File: config.mk
export PLATFORM = sky130hd
export DESIGN_NAME = sdmac_ctrl_regs_flat
export DESIGN_NICKNAME = d
export VERILOG_FILES = /design/src/rtl/sdmac_pkg.sv /design/src/rtl/sdmac_ctrl_regs_if.sv /design/src/rtl/sdmac_ctrl_regs_strobe_edge.sv /design/src/rtl/sdmac_ctrl_regs.sv /design/src/flat_wrapper.sv
export SDC_FILE = /design/constraint.sdc
export NUM_CORES = 1
export LEC_CHECK = 0
export ABC_AREA = 1
export BUFFER_PORTS_ARGS = -buffer_cell sky130_fd_sc_hd__buf_2
export CAP_MARGIN = 15
export CORE_ASPECT_RATIO = 0.9
export CORE_UTILIZATION = 49
export CTS_CLUSTER_DIAMETER = 100
export DETAILED_ROUTE_END_ITERATION = 12
export GPL_TIMING_DRIVEN = 0
export PLACE_DENSITY_LB_ADDON = 0.08
export SYNTH_ARGS = -nofsm -noshare
export SYNTH_HDL_FRONTEND = slang
export SYNTH_SLANG_ARGS = --single-unit
export TNS_END_PERCENT = 100
File: constraint.sdc
create_clock -name sclk_i -period 1.49 [get_ports sclk_i]
set_clock_uncertainty 0.1 [all_clocks]
set_input_delay 0.0745 -clock sclk_i [delete_from_list [all_inputs] [get_ports sclk_i]]
set_output_delay 0.0745 -clock sclk_i [all_outputs]
set_load 0.02 [all_outputs]
File: src/rtl/sdmac_pkg.sv
// Shared constants for the SCSI DMA control/status register stage.
// Latency: n/a (constants, types and a combinational ISTR packer only).
// Backpressure: n/a.
// Contents: CNTR/ISTR bit indices, flush FSM state encoding, ISTR pack helper.
package sdmac_pkg;

  // CNTR bits that drive outputs; the remaining bits are plain storage.
  localparam int CNTR_INTEN  = 1;
  localparam int CNTR_DMADIR = 2;

  // ISTR layout; unlisted bits read as zero.
  localparam int ISTR_INT_F  = 8;
  localparam int ISTR_FE_FLG = 6;
  localparam int ISTR_E_INT  = 5;
  localparam int ISTR_INTS   = 4;
  localparam int ISTR_FULL   = 1;
  localparam int ISTR_EMPTY  = 0;

  typedef enum logic [1:0] {
    FL_IDLE = 2'd0,
    FL_REQ  = 2'd1,
    FL_DONE = 2'd2
  } flush_state_e;

  function automatic logic [8:0] pack_istr(input logic ints, input logic e_int,
                                           input logic fe_flg, input logic full,
                                           input logic empty);
    logic [8:0] v;
    v              = '0;
    v[ISTR_INT_F]  = ints | e_int;
    v[ISTR_FE_FLG] = fe_flg;
    v[ISTR_E_INT]  = e_int;
    v[ISTR_INTS]   = ints;
    v[ISTR_FULL]   = full;
    v[ISTR_EMPTY]  = empty;
    return v;
  endfunction

endpackage

File: src/rtl/sdmac_ctrl_regs_if.sv
// CPU-side bus between the address decoder (master) and the register stage (slave).
// Latency: n/a (wires only).
// Backpressure: none; strobes are levels held for the whole CPU bus cycle.
// Signals: din, write/read/action strobes (_n = active low), dout/doe read return, dmadir.
interface sdmac_ctrl_regs_if;
  logic [8:0] din;
  logic       contr_wr;
  logic       contr_rd_n;
  logic       istr_rd_n;
  logic       st_dma;
  logic       sp_dma;
  logic       clr_int;
  logic       flush_n;
  logic [8:0] dout;
  logic       doe;
  logic       dmadir;

  modport master (
    output din, contr_wr, contr_rd_n, istr_rd_n, st_dma, sp_dma, clr_int, flush_n,
    input  dout, doe, dmadir
  );

  modport slave (
    input  din, contr_wr, contr_rd_n, istr_rd_n, st_dma, sp_dma, clr_int, flush_n,
    output dout, doe, dmadir
  );
endinterface

File: src/rtl/sdmac_ctrl_regs_strobe_edge.sv
// Registered leading-edge detector for one level strobe, polarity selectable.
// Latency: fire_o is combinational from strobe_i against last cycle's copy.
// Backpressure: none. Ports: clk_i, rst_ni (sync, active low), strobe_i, fire_o.
module sdmac_ctrl_regs_strobe_edge #(
  parameter bit ACT_LOW = 1'b0
) (
  input  logic clk_i,
  input  logic rst_ni,
  input  logic strobe_i,
  output logic fire_o
);

  logic active;
  logic prev_q;

  // Normalise to active-high so prev_q resets to "inactive" for both polarities.
  assign active = strobe_i ^ ACT_LOW;
  assign fire_o = active & ~prev_q;

  always_ff @(posedge clk_i) begin
    if (!rst_ni) prev_q <= 1'b0;
    else         prev_q <= active;
  end

endmodule

File: src/rtl/sdmac_ctrl_regs.sv
// SCSI DMA control/status registers: CNTR, DMAENA, ISTR latches, INT_, flush handshake.
// Latency: strobe in cycle N acts at edge N+1; INT_ follows ISTR one cycle later (N+2).
// Backpressure: none; one action per strobe assertion however long it is held.
// Ports: sclk_i, rst_ni, bus (slave), inta_i, dma_end_i, fifo_empty_i, fifo_full_i,
//        flush_done_i, inten_o, dmaena_o, flush_req_o, int_n_o.
module sdmac_ctrl_regs
  import sdmac_pkg::*;
(
  input  logic                 sclk_i,
  input  logic                 rst_ni,
  sdmac_ctrl_regs_if.slave     bus,
  input  logic                 inta_i,
  input  logic                 dma_end_i,
  input  logic                 fifo_empty_i,
  input  logic                 fifo_full_i,
  input  logic                 flush_done_i,
  output logic                 inten_o,
  output logic                 dmaena_o,
  output logic                 flush_req_o,
  output logic                 int_n_o
);

  logic wr_fire, rdc_fire, rdi_fire, st_fire, sp_fire, clr_fire, fl_fire, inta_fire;

  sdmac_ctrl_regs_strobe_edge #(.ACT_LOW(1'b0)) u_wr   (.clk_i(sclk_i), .rst_ni(rst_ni), .strobe_i(bus.contr_wr),   .fire_o(wr_fire));
  sdmac_ctrl_regs_strobe_edge #(.ACT_LOW(1'b1)) u_rdc  (.clk_i(sclk_i), .rst_ni(rst_ni), .strobe_i(bus.contr_rd_n), .fire_o(rdc_fire));
  sdmac_ctrl_regs_strobe_edge #(.ACT_LOW(1'b1)) u_rdi  (.clk_i(sclk_i), .rst_ni(rst_ni), .strobe_i(bus.istr_rd_n),  .fire_o(rdi_fire));
  sdmac_ctrl_regs_strobe_edge #(.ACT_LOW(1'b0)) u_st   (.clk_i(sclk_i), .rst_ni(rst_ni), .strobe_i(bus.st_dma),     .fire_o(st_fire));
  sdmac_ctrl_regs_strobe_edge #(.ACT_LOW(1'b0)) u_sp   (.clk_i(sclk_i), .rst_ni(rst_ni), .strobe_i(bus.sp_dma),     .fire_o(sp_fire));
  sdmac_ctrl_regs_strobe_edge #(.ACT_LOW(1'b0)) u_clr  (.clk_i(sclk_i), .rst_ni(rst_ni), .strobe_i(bus.clr_int),    .fire_o(clr_fire));
  sdmac_ctrl_regs_strobe_edge #(.ACT_LOW(1'b1)) u_fl   (.clk_i(sclk_i), .rst_ni(rst_ni), .strobe_i(bus.flush_n),    .fire_o(fl_fire));
  sdmac_ctrl_regs_strobe_edge #(.ACT_LOW(1'b0)) u_inta (.clk_i(sclk_i), .rst_ni(rst_ni), .strobe_i(inta_i),         .fire_o(inta_fire));

  logic [8:0]   cntr_q, cntr_d;
  logic [8:0]   dout_q, dout_d;
  logic         dmaena_q, dmaena_d;
  logic         ints_q, ints_d;
  logic         e_int_q, e_int_d;
  logic         fe_flg_q, fe_flg_d;
  logic         int_n_q, int_n_d;
  logic         doe_q, doe_d;
  logic [8:0]   istr;
  logic         fe_set;
  flush_state_e state_q, state_d;

  assign istr = pack_istr(ints_q, e_int_q, fe_flg_q, fifo_full_i, fifo_empty_i);

  // Register next-state. Set events take priority over CLR_INT; ST_DMA beats
  // SP_DMA and DMA_END for DMAENA.
  always_comb begin
    cntr_d   = cntr_q;
    dmaena_d = dmaena_q;
    ints_d   = ints_q;
    e_int_d  = e_int_q;
    fe_flg_d = fe_flg_q;
    dout_d   = dout_q;

    if (wr_fire) cntr_d = bus.din;

    if (st_fire)                     dmaena_d = 1'b1;
    else if (sp_fire || dma_end_i)   dmaena_d = 1'b0;

    if (inta_fire)     ints_d = 1'b1;
    else if (clr_fire) ints_d = 1'b0;

    if (dma_end_i)     e_int_d = 1'b1;
    else if (clr_fire) e_int_d = 1'b0;

    if (fe_set)        fe_flg_d = 1'b1;
    else if (clr_fire) fe_flg_d = 1'b0;

    // Snapshot on the read edge; held for the rest of the bus cycle.
    if (rdc_fire)      dout_d = cntr_q;
    else if (rdi_fire) dout_d = istr;

    doe_d   = ~bus.contr_rd_n | ~bus.istr_rd_n;
    int_n_d = ~(cntr_q[CNTR_INTEN] & istr[ISTR_INT_F]);
  end

  always_ff @(posedge sclk_i) begin
    if (!rst_ni) begin
      cntr_q   <= '0;
      dmaena_q <= 1'b0;
      ints_q   <= 1'b0;
      e_int_q  <= 1'b0;
      fe_flg_q <= 1'b0;
      dout_q   <= '0;
      doe_q    <= 1'b0;
      int_n_q  <= 1'b1;
    end else begin
      cntr_q   <= cntr_d;
      dmaena_q <= dmaena_d;
      ints_q   <= ints_d;
      e_int_q  <= e_int_d;
      fe_flg_q <= fe_flg_d;
      dout_q   <= dout_d;
      doe_q    <= doe_d;
      int_n_q  <= int_n_d;
    end
  end

  // Flush FSM: state register.
  always_ff @(posedge sclk_i) begin
    if (!rst_ni) state_q <= FL_IDLE;
    else         state_q <= state_d;
  end

  // Flush FSM: next state. SP_DMA aborts a pending request without flagging FE.
  always_comb begin
    state_d = state_q;
    unique case (state_q)
      FL_IDLE: if (fl_fire && dmaena_q) state_d = FL_REQ;
      FL_REQ: begin
        if (sp_fire)           state_d = FL_IDLE;
        else if (flush_done_i) state_d = FL_DONE;
      end
      FL_DONE: if (!flush_done_i) state_d = FL_IDLE;
      default: state_d = FL_IDLE;
    endcase
  end

  // Flush FSM: outputs.
  always_comb begin
    flush_req_o = (state_q == FL_REQ);
    fe_set      = (state_q == FL_REQ) && flush_done_i && !sp_fire;
  end

  assign bus.dout   = dout_q;
  assign bus.doe    = doe_q;
  assign bus.dmadir = cntr_q[CNTR_DMADIR];
  assign inten_o    = cntr_q[CNTR_INTEN];
  assign dmaena_o   = dmaena_q;
  assign int_n_o    = int_n_q;

endmodule
File: src/flat_wrapper.sv
// flat-port wrapper written by rule: the top's interface ports become plain ports
module sdmac_ctrl_regs_flat import sdmac_pkg::*;
  (sclk_i, rst_ni, inta_i, dma_end_i, fifo_empty_i, fifo_full_i, flush_done_i, inten_o, dmaena_o, flush_req_o, int_n_o, bus_din, bus_contr_wr, bus_contr_rd_n, bus_istr_rd_n, bus_st_dma, bus_sp_dma, bus_clr_int, bus_flush_n, bus_dout, bus_doe, bus_dmadir);
  sdmac_ctrl_regs_if bus_i ();
  input  logic sclk_i;
  input  logic rst_ni;
  input  logic inta_i;
  input  logic dma_end_i;
  input  logic fifo_empty_i;
  input  logic fifo_full_i;
  input  logic flush_done_i;
  output logic inten_o;
  output logic dmaena_o;
  output logic flush_req_o;
  output logic int_n_o;
  input wire logic [$bits(bus_i.din)-1:0] bus_din;
  input wire logic [$bits(bus_i.contr_wr)-1:0] bus_contr_wr;
  input wire logic [$bits(bus_i.contr_rd_n)-1:0] bus_contr_rd_n;
  input wire logic [$bits(bus_i.istr_rd_n)-1:0] bus_istr_rd_n;
  input wire logic [$bits(bus_i.st_dma)-1:0] bus_st_dma;
  input wire logic [$bits(bus_i.sp_dma)-1:0] bus_sp_dma;
  input wire logic [$bits(bus_i.clr_int)-1:0] bus_clr_int;
  input wire logic [$bits(bus_i.flush_n)-1:0] bus_flush_n;
  output wire logic [$bits(bus_i.dout)-1:0] bus_dout;
  output wire logic [$bits(bus_i.doe)-1:0] bus_doe;
  output wire logic [$bits(bus_i.dmadir)-1:0] bus_dmadir;
  assign bus_i.din = bus_din;
  assign bus_i.contr_wr = bus_contr_wr;
  assign bus_i.contr_rd_n = bus_contr_rd_n;
  assign bus_i.istr_rd_n = bus_istr_rd_n;
  assign bus_i.st_dma = bus_st_dma;
  assign bus_i.sp_dma = bus_sp_dma;
  assign bus_i.clr_int = bus_clr_int;
  assign bus_i.flush_n = bus_flush_n;
  assign bus_dout = bus_i.dout;
  assign bus_doe = bus_i.doe;
  assign bus_dmadir = bus_i.dmadir;
  sdmac_ctrl_regs u_core (.sclk_i(sclk_i), .rst_ni(rst_ni), .bus(bus_i), .inta_i(inta_i), .dma_end_i(dma_end_i), .fifo_empty_i(fifo_empty_i), .fifo_full_i(fifo_full_i), .flush_done_i(flush_done_i), .inten_o(inten_o), .dmaena_o(dmaena_o), .flush_req_o(flush_req_o), .int_n_o(int_n_o));
endmodule
==> metrics.csv, run 1 <==
metric,value,unit
worst_setup_path_end_kind,register,
initial_utilization,52.0,%
synth_seq_cells,34,
cts_setup_buffers,0,
p_per_area,1020,mW/mm^2
fin_nets,253,
drc_errors,0,
diodes,0,
cp_max_fo,5,
gp_congestion,0.804,
numPortBuffers,37,
worstHoldPathType,input port to register,
syn_to_final_growth,39.6,%
routed_wl,2840,um
htree_levels,2,
worstPathRequired,1.62,ns
period_minus_slack,1.39,ns
power_leakage,0.883,nW
ys_top_cells_by_count,"dfxtp_1 (34), nand2_1 (30), inv_1 (25)",
r2r_slack,0.34,ns
setup-tns-final,0,ns
grt_use_met2,36.1,%
dr.pass1.iters,5,
placed_cell_area,0.00149,mm^2
vias,1239,
slew_headroom,67.3,%
synth_top_area_share,53.5,%
wl_per_cell,10.9,um
die_area,0.00280,mm^2
ant_nets,0,
worstMarginPinSlew,0.491,ns
gr-total-overflow,0,
timing.fmax,721,MHz
start_kind,input port,
grt_usage,22.8,%
drt-initial-drc-count,48,
synth_most_common_cell,dfxtp_1,
coreArea,0.00245,mm^2
drv_cap,0,
dp_slack,0.357,ns
multi_input_area,469,um^2
setup_viol,0,
cts_tree,built,
die_h,50.3,um
hpwlAfterDp,1990,um
grt_max_degree,12,
synth-edff-count,0,
syn_inst,164,
ff_latch_area,681,um^2
synth_area_leaders,"dfxtp_1 (53%), nand2_1 (8.8%), inv_1 (7.4%)",
critPathKind,input port to register,
syn_area_per_cell,7.76,um^2
yosys_warnings,0,
rows,17,
async_flop_share,0,%
grt_pass1_vias,1129,
synth_cell_types,19,
antenna_found_initial,0,
min_period_over_period,93.1,%
syn-num-nets,187,
io_pins,38,
synth_ff_type,dfxtp_1,
status,completed,
grtUsageMet3,5.67,%
busiest_layer,met2,
rsz0062_at_grt,false,
arrival,1.52,ns
cts_made_buffers,5,
cts.root.buffer_cell,clkbuf_4,
syn_area,0.00127,mm^2
grt_pass1_wl,4840,um
fin_area,0.00178,mm^2
yosys.area.top_type,dfxtp_1,
clock_latency,0.34,ns
cts.sinks,34,
grt_util_met1,28.3,%
n_fill_cell,204,
setup_ws,0.104,ns
cts_buffer_depth,2,
clkSlewWorstSetupHoldPaths,0.10,ns
vias_per_cell,4.78,
drive_gt1_share,23.8,%
finalMaxSlewViolations,0,
yosysSeqAreaShare,53.5,%
die_width,55.7,um
vdd_drop_max,0.000757,V
hold_viol,0,
metrics by stage:
stage,power [W],hold WS [ns],instances,util [%]
after floorplan,0.00116,0.0469,164,-
after global placement,0.00124,0.148,229,61.0
after detailed placement,0.00125,0.153,229,61.0
after CTS,0.00182,0.0300,259,72.6
after global routing,0.00192,0.0386,259,72.6
final,0.00182,0.0536,259,72.6
cell usage in the layout, fill, tap and decap left out, drive strengths merged:
cell,count
a21oi,15
buf,41
nand2,32
inv,25
nand3,10
clkinv,1
o21ai,17
clkinvlp,1
nand4,1
nor3,1
nand3b,1
clkbuf,7
nor2,22
dlygate4sd3,22
or2,1
dfxtp,34
repair_timing:
item / CTS / global route
hold buffers: 22 / 0
hold endpoints to repair: 25 / 0
resized for setup: 0 / 0
power breakdown:
group	switching [W]	leakage (nW)	total, W	internal, W
logic	0.000156	0.568	0.000283	0.000127
registers	0.0000282	0.281	0.000992	0.000964
clock network	0.000314	0.0343	0.000541	0.000227
total	0.000499	0.883	0.00182	0.00132
cells by family after synthesis:
kind of cell | count (synthesis) | synth area share (%)
flip-flops | 34 | 53.5
AO/OA/AOI/OAI | 32 | 12.9
AND/OR/NAND/NOR | 68 | 24.0
buffers and inverters | 30 | 9.64
critical path, stage by stage:
cell and delay, ns:
dlygate4sd3_1 0.53, buf_2 0.13, inv_1 0.16, a21oi_1 0.06
dlygate4sd3_1 0.56
area by class of cell:
class | count | share of cell area (%)
plain buffers | 5 | 1.62
clock inverters | 2 | 0.704
multi-input cells | 100 | 26.4
flip-flops and latches | 34 | 38.3
repair buffers | 59 | 22.8
inverters | 25 | 5.28
well taps | 28 | 1.97
clock buffers | 6 | 2.89
worst paths after layout:
check | start | end | depth (start not counted)
min | fifo_empty_i | u_core.bus.dout[0] | 5
min reg2reg | u_core.u_st.prev_q | u_core.dmaena_o | 1
max reg2reg | u_core.u_wr.prev_q | u_core.cntr_q[5] | 5
max | rst_ni | u_core.bus.doe | 5
routing by layer:
| metal | part of all wire (%) | vias to the layer above |
|---|---|---|
| met2 | 44 | 37 |
| met4 | 2.2 | 0 |
| met5 | 0 | - |
| met1 | 49 | 539 |
| li1 | - | 655 |
| met3 | 4.7 | 8 |
(Power assumes the default switching activity.)
==> run 2: changes to the inputs <==
--- a/config.mk
+++ b/config.mk
@@ -8,12 +8,15 @@
 export ABC_AREA = 1
 export BUFFER_PORTS_ARGS = -buffer_cell sky130_fd_sc_hd__buf_2
 export CAP_MARGIN = 15
+export CELL_PAD_IN_SITES_DETAIL_PLACEMENT = 0
+export CELL_PAD_IN_SITES_GLOBAL_PLACEMENT = 1
 export CORE_ASPECT_RATIO = 0.9
-export CORE_UTILIZATION = 49
+export CORE_UTILIZATION = 35
 export CTS_CLUSTER_DIAMETER = 100
 export DETAILED_ROUTE_END_ITERATION = 12
 export GPL_TIMING_DRIVEN = 0
 export PLACE_DENSITY_LB_ADDON = 0.08
+export REMOVE_ABC_BUFFERS = 1
 export SYNTH_ARGS = -nofsm -noshare
 export SYNTH_HDL_FRONTEND = slang
 export SYNTH_SLANG_ARGS = --single-unit
==> run 2 against run 1 <==
Clock power rose by 13%; worst hold slack better by 0.017 ns; sequential cell count did not move; core utilization shrank 21 points; largest power group unchanged; highest routed layer unchanged.
==> metrics.csv, run 2 (synthesis gave the netlist of run 1 again) <==
metric,value,unit,change
status,completed,,
layout_common_cells,"buf_2 (37), dfxtp_1 (34), nand2_1 (30), inv_1 (25), dlygate4sd3_1 (20)",,
htree_levels,2,,unchanged
timing.fmax,775,MHz,+7.5%
clock_latency,0.28,ns,-0.06 ns
initial_utilization,37.1,%,-15 points
diodes,0,,unchanged
rr_startpoint,u_core.u_rdc.prev_q,,
placed_cell_area,0.00148,mm^2,-0.59%
die_area,0.00388,mm^2,+38%
holdPathEnd,u_core.int_n_o,,
vdd_drop_max,0.000510,V,-33%
io_pins,38,,unchanged
drt-initial-drc-count,69,,+44%
cts_setup_buffers,0,,unchanged
gr-total-overflow,0,,unchanged
syn_to_final_growth,38.3,%,
vias,1179,,-4.8%
dr.pass1.iters,4,,-1
grt_pass1_vias,1076,,-4.7%
ant_nets,0,,unchanged
die_h,59.2,um,+18%
rsz0062_at_grt,false,,
fin_area,0.00176,mm^2,-0.92%
finalMaxSlewViolations,0,,unchanged
vias_per_cell,4.42,,-7.7%
cts.root.buffer_cell,clkbuf_8,,
drv_cap,0,,unchanged
setup-tns-final,0,ns,unchanged
wl_per_cell,10.5,um,-4.4%
timing.rr.end,u_core.bus.dout[5],,
drive_gt1_share,22.0,%,-1.8 points
routed_wl,2800,um,-1.4%
coreArea,0.00343,mm^2,+40%
drc_errors,0,,unchanged
hpwlAfterDp,1910,um,-4.0%
grt_usage,15.9,%,-6.9 points
numPortBuffers,37,,unchanged
cp_max_fo,11,,+6
worst_setup_path_end_kind,register,,
cts_buffer_depth,2,,unchanged
slew_headroom,66.8,%,-0.44 points
r2r_cells,4,,-1
worstHoldPathType,input port to register,,
startpoint,bus_contr_rd_n,,
min_period_over_period,86.6,%,-6.5 points
cts_made_buffers,5,,unchanged
grt_max_degree,22,,+10
holdWs,0.0702,ns,+0.0167 ns
antenna_found_initial,0,,unchanged
power_leakage,0.862,nW,-2.4%
hold_start,rst_ni,,
worstPathRequired,1.54,ns,-0.08 ns
cts.sinks,34,,unchanged
cts_tree,built,,
start_kind,input port,,
setup_viol,0,,unchanged
die_width,65.6,um,+18%
fin_nets,246,,-2.8%
layout_commonest_cell,buf_2,,
clkSlewWorstSetupHoldPaths,0.06,ns,-0.04 ns
hold_viol,0,,unchanged
gp_congestion,0.765,,-4.9%
grt_pass1_wl,4460,um,-8.0%
p_per_area,1060,mW/mm^2,+4.0%
r2r_slack,0.34,ns,about the same
arrival,1.34,ns,-0.18 ns
period_minus_slack,1.29,ns,-0.0962 ns
p_total,0.00187,W,+3.1%
worstMarginPinSlew,0.497,ns,+0.00604 ns
whs_path_depth,2,,-3
rows,20,,+3
critPathKind,input port to register,,
-- run 2: repair_timing --
item / in CTS / in global routing
hold buffers: 20 / 0
endpoints found under the hold margin: 23 / 0
gates resized for setup: 0 / 0
-- run 2: layout make-up --
cell class	instances	area [um^2]
fillers	360	1670
well taps	44	55.1
repair buffers	57	385
clock buffers	7	76.3
flip-flops and latches	34	681
inverters	25	93.8
multi-input cells	100	469
-- run 2: worst max-delay path by stage --
stage | endpoint | slack (ns) | cells past startpoint
after floorplan | u_core.fe_flg_q | 0.36 | 4
after global placement | u_core.bus.dout[1] | 0.25 | 5
after detailed placement | u_core.bus.dout[1] | 0.24 | 5
after CTS | u_core.bus.dout[7] | 0.20 | 6
after global routing | u_core.cntr_q[0] | 0.11 | 7
final | u_core.bus.dout[7] | 0.20 | 6
-- run 2: layer usage --
metal / global-route usage, % / share of wire [%] / vias up
met3: 4.62 / 4.4 / 8
met1: 19.1 / 48 / 518
met5: 0 / 0 / -
met4: 10.2 / 2.4 / 0
li1: - / - / 630
met2: 24.9 / 45 / 23
-- run 2: stage by stage --
step,std cells,worst slack [ns],utilization [%]
2_1_floorplan,159,0.357,-
3_3_place_gp,240,0.248,43.3
4_1_cts,267,0.201,51.4
3_5_place_dp,240,0.243,43.3
5_1_grt,267,0.111,51.4
6_report,267,0.200,51.4
-- run 2: report_power, final --
| group | switching (W) | internal (W) | total, W |
|---|---|---|---|
| combinational | 0.000152 | 0.000117 | 0.000269 |
| clock | 0.000293 | 0.000321 | 0.000614 |
| sequential | 0.0000246 | 0.000965 | 0.000990 |
| total | 0.000470 | 0.00140 | 0.00187 |
-- run 2: critical path, cell delays in order --
cell           delay [ns]
dlygate4sd3_1        0.52
buf_2                0.17
nor2_4               0.30
nor2_4               0.12
nand2_1              0.09
a21oi_1              0.06
==> run 3: changes to the inputs <==
--- a/config.mk
+++ b/config.mk
@@ -6,14 +6,15 @@
 export NUM_CORES = 1
 export LEC_CHECK = 0
 export ABC_AREA = 1
-export BUFFER_PORTS_ARGS = -buffer_cell sky130_fd_sc_hd__buf_2
 export CAP_MARGIN = 15
 export CELL_PAD_IN_SITES_DETAIL_PLACEMENT = 0
 export CELL_PAD_IN_SITES_GLOBAL_PLACEMENT = 1
 export CORE_ASPECT_RATIO = 0.9
-export CORE_UTILIZATION = 35
+export CORE_UTILIZATION = 42
 export CTS_CLUSTER_DIAMETER = 100
 export DETAILED_ROUTE_END_ITERATION = 12
+export DONT_BUFFER_PORTS = 1
+export GPL_ROUTABILITY_DRIVEN = 0
 export GPL_TIMING_DRIVEN = 0
 export PLACE_DENSITY_LB_ADDON = 0.08
 export REMOVE_ABC_BUFFERS = 1
==> run 3 against run 2 <==
First-iteration DRC count is 28% lower; non-clock buffer count decreased by 35; worst hold slack worse by 0.042 ns; largest cell class unchanged; largest power group unchanged.
==> metrics.csv, run 3 (synthesis gave the netlist of run 1 again) <==
metric,value,unit,change
critPathKind,register to output port,,
drive_gt1_share,6.38,%,-16 points
worstHoldPathType,input port to register,,
clkSlewWorstSetupHoldPaths,0.09,ns,+0.03 ns
layout_common_cells,"dfxtp_1 (34), nand2_1 (30), inv_1 (25), dlygate4sd3_1 (22), nor2_1 (19)",,
fin_nets,211,,-14%
clock_latency,0.33,ns,+0.05 ns
status,completed,,
cts_hold_buf,22,,+10%
placed_cell_area,0.00129,mm^2,-13%
syn_to_final_growth,22.5,%,
start_kind,register,,
grt_pass1_vias,987,,-8.3%
cts_made_buffers,5,,unchanged
gr-total-overflow,0,,unchanged
r2r_slack,0.22,ns,-0.12 ns
setup-tns-final,0,ns,unchanged
layout.cells.non_filler,228,,-15%
drv_cap,0,,unchanged
die_h,54.2,um,-8.4%
whs_path_depth,2,,unchanged
slowest_stage,nor2_1,,
arrival,1.10,ns,-0.24 ns
ant_nets,0,,unchanged
antenna_found_initial,0,,unchanged
routed_wl,2600,um,-6.9%
worstPathRequired,1.32,ns,-0.22 ns
r2r_cells,6,,+2
vias_per_cell,4.74,,+7.4%
dp_slack,0.249,ns,+0.00595 ns
vdd_drop_max,0.000595,V,+17%
cts-resized-gates,0,,unchanged
rr_startpoint,u_core.state_q[0],,
worstMarginPinSlew,0.702,ns,+0.205 ns
power_leakage,0.697,nW,-19%
grt_usage,18.9,%,+3.0 points
grt_max_degree,21,,-4.5%
dr.pass1.iters,4,,unchanged
timing.fmax,785,MHz,+1.3%
slew_headroom,53.0,%,-14 points
cts_setup_buffers,0,,unchanged
hold_viol,0,,unchanged
timing.rr.end,u_core.state_q[0],,
worst-path-stages,2,,-4
crit_chain,inv_1 -> nor2_1,,
rsz0062_at_grt,false,,
drt-initial-drc-count,50,,-28%
coreArea,0.00282,mm^2,-18%
htree_levels,2,,unchanged
ff_latch_area,681,um^2,unchanged
period_minus_slack,1.27,ns,-0.0167 ns
rows,18,,-10%
placedCellCount,199,,-17%
fin_area,0.00156,mm^2,-11%
holdPathEnd,u_core.u_rdi.prev_q,,
setup_viol,0,,unchanged
cts.root.buffer_cell,clkbuf_4,,
cts_tree,built,,
max_stage_delay,0.38,ns,-0.14 ns
setup_ws,0.216,ns,+0.0167 ns
diodes,0,,unchanged
layout_commonest_cell,dfxtp_1,,
multi_input_area,469,um^2,unchanged
cts.sinks,34,,unchanged
cp_max_fo,3,,-8
min_period_over_period,85.5,%,-1.1 points
finalMaxSlewViolations,0,,unchanged
hpwlAfterDp,1720,um,-10%
die_width,60.0,um,-8.4%
p_per_area,1070,mW/mm^2,+0.83%
crit_family,simple AND/OR/NAND/NOR gates,,
drc_errors,0,,unchanged
holdWs,0.0279,ns,-0.0423 ns
io_pins,38,,unchanged
n_fill_cell,292,,-19%
cts_buffer_depth,2,,unchanged
numPortBuffers,0,,-100%
vias,1081,,-8.3%
worst_setup_path_end_kind,output port,,
wl_per_cell,11.4,um,+9.0%
initial_utilization,45.2,%,+8.1 points
grt_pass1_wl,4330,um,-2.8%
critical_path_buf_inv_count,1,,-1
hold_start,rst_ni,,
die_area,0.00325,mm^2,-16%
-- run 3: cell types whose count changed in the layout (fill, tap and decap cells not counted), sizes merged --
cell,previous run,this run
dlygate4sd3,20,22
buf,37,0
-- run 3: per-layer routing --
| layer | GRT usage (%) | routed length [um] | vias to the layer above |
|---|---|---|---|
| li1 | - | - | 560 |
| met1 | 22.4 | 1210 | 486 |
| met2 | 30.0 | 1180 | 27 |
| met3 | 6.86 | 159 | 8 |
| met4 | 10.5 | 58 | 0 |
| met5 | 0 | 0 | - |
-- run 3: worst max path at each step --
stage / slack [ns] / from / to
after floorplan: 0.36 / u_core.state_q[0] / u_core.fe_flg_q
after global placement: 0.29 / u_core.state_q[0] / u_core.fe_flg_q
after detailed placement: 0.25 / u_core.state_q[0] / u_core.state_q[1]
after CTS: 0.22 / u_core.state_q[0] / flush_req_o
after global routing: 0.06 / u_core.state_q[0] / u_core.state_q[0]
final: 0.22 / u_core.state_q[0] / flush_req_o
-- run 3: worst reg2reg max path: cells and delay by family, from the launching register on --
| family | cells | cell delay, ns |
|---|---|---|
| and+or+nand+nor | 3 | 0.57 |
| buffers and inverters | 2 | 0.12 |
| DFF | 1 | 0.34 |
| AOI/OAI and AO/OA | 1 | 0.10 |
-- run 3: final cells by class --
| type | count | share of cell area, % |
|---|---|---|
| clock buffer | 7 | 2.89 |
| inverter | 25 | 6.02 |
| multi-input combinational | 100 | 30.1 |
| sequential | 34 | 43.7 |
| tap | 40 | 3.21 |
| timing repair buffer | 22 | 14.1 |
-- run 3: power by group --
group	internal, W	switching, W	leakage, nW
Sequential	0.000964	0.0000579	0.281
Combinational	0.0000848	0.000108	0.391
Clock	0.000178	0.000280	0.0254
Total	0.00123	0.000446	0.697
-- run 3: stage by stage --
step / power (W) / util [%]
2_1_floorplan: 0.00115 / -
3_3_place_gp: 0.00118 / 46.0
3_5_place_dp: 0.00118 / 46.0
4_1_cts: 0.00170 / 55.4
5_1_grt: 0.00176 / 55.4
6_report: 0.00167 / 55.4
